--- src/rtl/router_out_arbiter.sv ---
// Per-output-port round-robin arbiter. It grants one input for a whole packet.
// Optional stalled-owner timeout: define ROUTER_ARB_TIMEOUT_EN.
module router_out_arbiter #(
    parameter int N       = 16,
    parameter int TIMEOUT = 64
) (
    input  logic                 clk,
    input  logic                 reset,
    input  logic [N-1:0]         frame_n,
    input  logic [N-1:0]         valid_n,
    input  logic                 busy_n,
    output logic [N-1:0]         grant,
    output logic [$clog2(N)-1:0] grant_id,
    output logic                 grant_vld,
    output logic                 pkt_done,
    output logic                 abort
);

    localparam int IDW = $clog2(N);

    localparam logic [0:0] S_IDLE = 1'b0;
    localparam logic [0:0] S_OWN  = 1'b1;

    if (N < 2 || TIMEOUT < 1) begin : g_param_check
        $error("router_out_arbiter: N must be >= 2 and TIMEOUT must be >= 1");
    end

    logic [0:0]     state;
    logic [0:0]     state_nx;
    logic [IDW-1:0] ptr;
    logic [IDW-1:0] ptr_nx;
    logic [IDW-1:0] owner_inc;
    logic [IDW-1:0] search_base;
    logic [IDW-1:0] sel_id;
    logic [IDW-1:0] grant_id_nx;
    logic [N-1:0]   cand;
    logic [N-1:0]   grant_nx;
    logic           found;
    logic           take_grant;
    logic           owner_frame_n;
    logic           owner_valid_n;
    logic           release_now;
    logic           last_beat;
    logic           timeout_hit;
    logic           grant_vld_nx;
    logic           pkt_done_nx;
    logic           abort_nx;
    int             idx;

    assign owner_frame_n = frame_n[grant_id];
    assign owner_valid_n = valid_n[grant_id];
    assign owner_inc     = (grant_id == IDW'(N - 1)) ? '0 : grant_id + IDW'(1);

`ifdef ROUTER_ARB_TIMEOUT_EN
    localparam int CW = $clog2(TIMEOUT + 1);

    logic [CW-1:0] idle_cnt;
    logic          stall_cycle;

    // A stall is the owner still framing a packet but offering no beat.
    assign stall_cycle = (state == S_OWN) && owner_valid_n && !owner_frame_n;
    assign timeout_hit = stall_cycle && (idle_cnt == CW'(TIMEOUT - 1));

    always_ff @(posedge clk) begin
        if (reset || (state != S_OWN) || release_now || !stall_cycle) begin
            idle_cnt <= '0;
        end else begin
            idle_cnt <= idle_cnt + CW'(1);
        end
    end
`else
    assign timeout_hit = 1'b0;
`endif

    // The owner lets go either by finishing its frame or by timing out.
    assign release_now = (state == S_OWN) && (owner_frame_n || timeout_hit);
    assign last_beat   = (state == S_OWN) && owner_frame_n && !owner_valid_n;

    // Round-robin search. A releasing owner is masked out so it cannot re-win at once.
    // NOTE: every combinational output gets a default before the loop, so no latch can form.
    always_comb begin
        search_base = (state == S_OWN) ? owner_inc : ptr;
        cand        = ~frame_n;
        found       = 1'b0;
        sel_id      = '0;
        idx         = 0;
        if (state == S_OWN) begin
            cand[grant_id] = 1'b0;
        end
        for (int k = 0; k < N; k++) begin
            idx = int'(search_base) + k;
            if (idx >= N) begin
                idx = idx - N;
            end
            if (!found && cand[idx]) begin
                found  = 1'b1;
                sel_id = IDW'(idx);
            end
        end
    end

    assign take_grant = found && busy_n;

    always_comb begin
        state_nx     = state;
        ptr_nx       = ptr;
        grant_nx     = grant;
        grant_id_nx  = grant_id;
        grant_vld_nx = grant_vld;
        pkt_done_nx  = 1'b0;
        abort_nx     = 1'b0;
        case (state)
            S_IDLE: begin
                if (take_grant) begin
                    state_nx     = S_OWN;
                    grant_nx     = N'(1) << sel_id;
                    grant_id_nx  = sel_id;
                    grant_vld_nx = 1'b1;
                end
            end
            S_OWN: begin
                if (release_now) begin
                    pkt_done_nx = last_beat;
                    abort_nx    = !last_beat;
                    ptr_nx      = owner_inc;
                    if (take_grant) begin
                        grant_nx    = N'(1) << sel_id;
                        grant_id_nx = sel_id;
                    end else begin
                        state_nx     = S_IDLE;
                        grant_nx     = '0;
                        grant_id_nx  = '0;
                        grant_vld_nx = 1'b0;
                    end
                end
            end
            default: begin
                state_nx     = S_IDLE;
                grant_nx     = '0;
                grant_id_nx  = '0;
                grant_vld_nx = 1'b0;
            end
        endcase
    end

    // NOTE: state uses non-blocking assignments, so every register samples pre-edge values.
    // NOTE: reset is synchronous and clears every register; no pulse can leak out of a reset.
    always_ff @(posedge clk) begin
        if (reset) begin
            state     <= S_IDLE;
            ptr       <= '0;
            grant     <= '0;
            grant_id  <= '0;
            grant_vld <= 1'b0;
            pkt_done  <= 1'b0;
            abort     <= 1'b0;
        end else begin
            state     <= state_nx;
            ptr       <= ptr_nx;
            grant     <= grant_nx;
            grant_id  <= grant_id_nx;
            grant_vld <= grant_vld_nx;
            pkt_done  <= pkt_done_nx;
            abort     <= abort_nx;
        end
    end

endmodule

--- config.mk ---
export PLATFORM = sky130hd
export DESIGN_NAME = router_out_arbiter
export DESIGN_NICKNAME = d
export VERILOG_FILES = /design/src/rtl/router_out_arbiter.sv
export SDC_FILE = /design/constraint.sdc
export NUM_CORES = 1
export LEC_CHECK = 0
export BUFFER_PORTS_ARGS = -buffer_cell sky130_fd_sc_hd__buf_2
export CAP_MARGIN = 10
export CORE_ASPECT_RATIO = 0.9
export CORE_MARGIN = 2
export CORE_UTILIZATION = 53
export CTS_CLUSTER_DIAMETER = 50
export DETAILED_ROUTE_END_ITERATION = 6
export PLACE_DENSITY = 0.78
export SETUP_SLACK_MARGIN = 0.1
export SLEW_MARGIN = 40
export SYNTH_ARGS = -nofsm -noshare
export SYNTH_HDL_FRONTEND = slang
export SYNTH_SLANG_ARGS = --single-unit
--- constraint.sdc ---
create_clock -name clk -period 5.2 [get_ports clk]
set_input_delay 0.52 -clock clk [delete_from_list [all_inputs] [get_ports clk]]
set_output_delay 0.52 -clock clk [all_outputs]
set_load 0.005 [all_outputs]
# After elaboration in Yosys (flattened, before gate mapping)
# Cells that the tools add are included.
# word_totals
reg_bits	28
out_inout_bits	23
in_bits	35
wordCells	243
# op_classes
addsub	32
n_reduce_logical	40
order_cmp	34
muxes	120
bitwise_logic	5
eq_ne	4
n_shift	1
# ops
operator	count
$lt 32x6->1 const B	16
$mux 32	16
$sub 5x5->6 const B	15
$mux 4	21
$ge 5x5->1 const B	15
$bmux 1 s4	18
$mux 16	4
$mux 1	56
$add 4x4->5 const B	8
$not 16->16	2
$pmux 16 s2	1
$add 4x3->5 const B	4
$logic_and 1x1->1	19
$logic_not 1->1	17
$and 16x16->16	1
$shl 1x4->16 const A	1
$add 4x2->5 const B	2
$pmux 4 s2	1
$sub 4x5->6 const B	1
$add 4x1->5 const B	1
$ge 4x5->1 const B	1
$lt 4x5->1 const B	1
$add 4x1->4 const B	1
$demux 1 s4	1
9 further kinds	13

# Logic depth before layout (Yosys ltp)
# logic_depth
ltp_word	60
mapped_depth	20
ltp_nobuf	15

# Worst setup path before layout
# No wires, ideal clock.
# synth_timing
kind	reg-to-reg
start	register grant_id[0]
end	register grant[6]
synth_period_minus_slack_ns	5.714
slack_ns	-0.514
setup_ns	0.071
path_stages_with_launch	20
t_required_ns	5.129
n_path_buf	5
arrival_ns	5.643
path_cell_list	dfxtp_1 > buf_1 > inv_1 > ha_1 > mux2i_1 > clkbuf_1 > ha_1 > buf_1 > clkbuf_1 > mux4_2 > mux2i_1 > mux2i_2 > nor4_1 > nor4b_4 > nand3_1 > o211a_1 > mux2_4 > buf_6 > or3b_1 > o21ai_1
# synth_via
word_cells_on_any_way	197
cone_classes	add/sub (32); order compare (18); eq/ne (3); shift (1); mux (107); bitwise (2); reduce/logical (34)
# synth_lines
element	line_no	source
start, declared	13	output logic [$clog2(N)-1:0] grant_id,
start signal, assigned	161	grant_id <= grant_id_nx;
$add 4x1->4 or $eq 4x4->1 (tied branches)	52	assign owner_inc = (grant_id == IDW'(N - 1)) ? '0 : grant_id + IDW'(1);
$mux 4 *	52	
net owner_inc[1]	32	logic [IDW-1:0] owner_inc;
$mux 4 *	82	search_base = (state == S_OWN) ? owner_inc : ptr;
branches (longest 55 deep; another with $sub 5x5->6)	--	
end signal, assigned	160	grant <= grant_nx;
end, declared	12	output logic [N-1:0] grant,
# Mark *: on every way through the listed nets, which the timed path passes. The select of a mux whose other input is x is not followed.
# A chain may end at the register's enable or synchronous reset.

# Worst setup path after layout
# layout_timing
start	register grant_id[2]
end	register grant[14]
# layout_via
elab_chain_len	60
word_cells_on_any_way	197
cone_classes	add/sub (32); order compare (18); eq/ne (3); shift (1); mux (107); bitwise (2); reduce/logical (34)
# layout_lines
element
branches (longest 60 deep; another with $sub 5x5->6)
# Several ways; the timed one is not identified. The select of a mux whose other input is x is not followed.

==> qor.tcl <==
set qor(status) {finished clean}
set qor(chipHeight_um) 83.14
set qor(min_delay_path_class) {reg2reg}
set qor(via_to_cell_ratio) 6.933
set qor(clock_tree_from_tritoncts) {yes}
set qor(timing.final.setup_violations) 0
set qor(ys_top_cells_by_count) {33 x nor2_1, 31 x mux2i_1, 30 x nand2_1}
set qor(drt_first_iter_violations) 466
set qor(fin_crit_sh_pct) 91.66
set qor(cp_cell_sequence) {and2b_1, nand3_1, a31oi_1, buf_4, xnor2_1, mux4_2, nor4_1, nor4b_4, buf_4, nand3_1, o211a_1, mux2_4, or3b_1, o21ai_1}
set qor(clock_sink_count) 28
set qor(cell_at_the_root_of_the_clock_tree) {clkbuf_8}
set qor(hold-worst-slack_ns) 0.4486
set qor(tightest_slew_ns) 0.7590
set qor(synth_top_family_by_area) {multiplexers}
set qor(reg2reg_setup_slack_ns) 0.43
set qor(p_leak_nw) 1.718
set qor(remaining_drc_errors) 0
set qor(stdcell_area_um2) 4167
set qor(post_synth_instance_area_um2) 3689
set qor(clockBufferDepth) 2
set qor(filler_cell_count) 584
set qor(timing.critical_path.from_type) {register}
set qor(hpwlAfterDp_mm) 8.523
set qor(post_drt_wl_per_cell_um) 19.62
set qor(cp_num_buf_inv) 2
set qor(ctsHoldBuffers) 0
set qor(buffer_ports.inserted) 57
set qor(ioPinCount) 58
set qor(grt_pass1_wl_mm) 18.01
set qor(globalplace.congestion) 0.9988
set qor(power.density_nw_per_um2) 693.1
set qor(hold_violations) 0
set qor(synth-seq-cells) 28
set qor(final-max-slew-violation-count) 0
set qor(nets_in_the_synthesized_netlist) 473
set qor(dominantRegCellSynth) {dfxtp_1}
set qor(timing.critical_path.required_ns) 5.41
set qor(crit_fanout) 15
set qor(die_w_um) 91.94
set qor(fmax_ghz) 0.2098
set qor(final_net_count) 523
set qor(synth-seq-area-share_pct) 15.20
set qor(cts.htree.levels) 1
set qor(grt_util_all_layers_pct) 28.66
set qor(floorplan.die_area_um2) 7643
set qor(placement_cell_area_um2) 4065
set qor(layout-area-overhead-vs-synth_pct) 12.96
set qor(crit_arrival_ns) 4.98
set qor(async_flop_share_pct) 0
set qor(number_of_antenna_violations_at_the_first_check_in_global_routing) 0
set qor(first_global_vias) 3583
set qor(vdd.ir_drop.worst_mv) 0.3357
set qor(synth_compound_gate_area_share_pct) 26.22
set qor(crit_path_max_incr_delay_ns) 0.73
set qor(sum_of_negative_setup_slack_ns) 0
set qor(cpMaxStageDelayCell) {dfxtp_1}
set qor(muxShareOfSynthArea_pct) 29.41
set qor(syn-mean-instance-area_um2) 8.679
set qor(grt_overflow) 0
set qor(routed-via-count) 3910
set qor(timing.setup.critical_path_class) {reg2reg}
set qor(yosysWarnings) 0
set qor(endpoint_kind) {register}
set qor(maxSlewHeadroom_pct) 47.95
set qor(number_of_placement_rows) 28
set qor(synthDominantCellAreaShare_pct) 17.71
set qor(final_period_demand_of_the_worst_path_ns) 4.766
set qor(final_util_pct) 62.59
set qor(register_area_um2) 560.5
set qor(ys_top_cells_by_area) {mux4_2 18%, dfxtp_1 15%, mux2i_1 8.4%}
set qor(layout-drive-gt1-share_pct) 28.48
set qor(clkLatencyLatePin_ns) 0.27
set qor(wirelength_mm) 11.06
set qor(post-synth-top-count-cell) {nor2_1}
set qor(antenna_cells_inserted) 0
set qor(synth_cell_types) 73
set qor(initial_utilization_pct) 55.41
set qor(tritonroute_pass_1_iters) 5
set qor(grt_max_degree) 22
set qor(clock_skew_ns) 0.001227
set qor(maxCapViolCount) 0
set qor(timing.critical_path.max_delay_family) {simple AND/OR/NAND/NOR gates}
set qor(post_synthesis_adder_cell_area_fraction_pct) 4.410
set qor(placedCellCount) 559
set qor(synth_simple_gate_area_share_pct) 15.77
set qor(rsz0062_at_grt) {yes}
set qor(antenna_violating_nets_post_route) 0
set qor(finish.cell_count_without_fillers) 564
set qor(number_of_enable_flip_flop_cells_after_synthesis) 0
set qor(multiInputGateArea_um2) 2943
set qor(synth.largest_area_cell) {mux4_2}
set qor(synth_instances) 425
set qor(cts_made_buffers) 3
set qor(synth_xor_area_share_pct) 2.815
set qor(clk_pin_slew_ns) 0.09
set qor(core-area_um2) 6656
==> registers in the layout (all words and copies together) (netlist names) <==
signal     count
abort          1
grant         16
grant_id       4
grant_vld      1
pkt_done       1
ptr            4
state          1
==> what timing repair did <==
action | CTS | global route
buffers inserted | 0 | 1
endpoints found under the setup margin | 0 | 20
resized for setup | 0 | 8
==> final cells by class <==
class | instances | share of cell area (%)
timing repair buffer | 74 | 9.910
inverter | 22 | 1.982
tap | 90 | 2.703
clock buffer | 4 | 1.321
sequential | 28 | 13.45
multi-input combinational | 346 | 70.63
==> final timing paths <==
check                           startpoint                     end  cells after the start
setup / recovery  grant_id[2]$_SDFFE_PP0P_  grant[14]$_SDFFE_PP0P_                     14
hold / removal      grant[12]$_SDFFE_PP0P_  grant[12]$_SDFFE_PP0P_                      2
setup reg to reg  grant_id[2]$_SDFFE_PP0P_  grant[14]$_SDFFE_PP0P_                     14
hold reg to reg     grant[12]$_SDFFE_PP0P_  grant[12]$_SDFFE_PP0P_                      2
==> cell families (layout without fill, tap and decap cells) <==
family | Yosys count | in the layout
buffers and inverters | 51 | 100
flip-flops | 28 | 28
multiplexers | 70 | 70
AO/OA/AOI/OAI | 138 | 138
adder cells (fa/ha/maj) | 13 | 13
XOR/XNOR | 11 | 11
AND/OR/NAND/NOR | 114 | 114
==> report_power, final <==
group / internal, mW / switching (mW) / leakage, nW / total [mW]
sequential: 0.260 / 0.0537 / 0.227 / 0.314
clock: 0.0678 / 0.0643 / 0.0288 / 0.132
combinational: 1.00 / 1.44 / 1.46 / 2.44
==> cell usage in the layout (no fill, tap or decap), types with 10 or more instances in the layout <==
cell type	count
nor2_1	33
ha_1	12
a21oi_1	21
buf_2	57
o21ai_0	15
mux2i_1	28
a31oi_1	21
buf_4	17
mux4_2	29
dfxtp_1	28
inv_1	20
nand2_1	30
a211oi_1	10
==> worst register-to-register path, stage by stage, from the launching register on <==
cell and delay [ns]:
dfxtp_1 0.73, and2b_1 0.32, nand3_1 0.17, a31oi_1 0.37
buf_4 0.27, xnor2_1 0.32, mux4_2 0.72, nor4_1 0.24
nor4b_4 0.24, buf_4 0.21, nand3_1 0.08, o211a_1 0.15
mux2_4 0.37, or3b_1 0.38, o21ai_1 0.14
==> layer usage <==
metal	share of wire, %	vias to the layer above	track usage (%)
met2	47	266	45.12
met1	41	1854	41.16
li1	-	1755	-
met5	0	-	0
met3	10	35	4.356
met4	2.6	0	7.870
==> metrics by stage <==
step	worst slack (ns)	power (mW)
6_report	0.4337	2.888
5_1_grt	0.09770	3.096
4_1_cts	0.2377	2.773
3_5_place_dp	0.2572	2.634
3_3_place_gp	0.4310	2.620
2_1_floorplan	0.1112	2.109
Power figures use the tool's default switching activity.
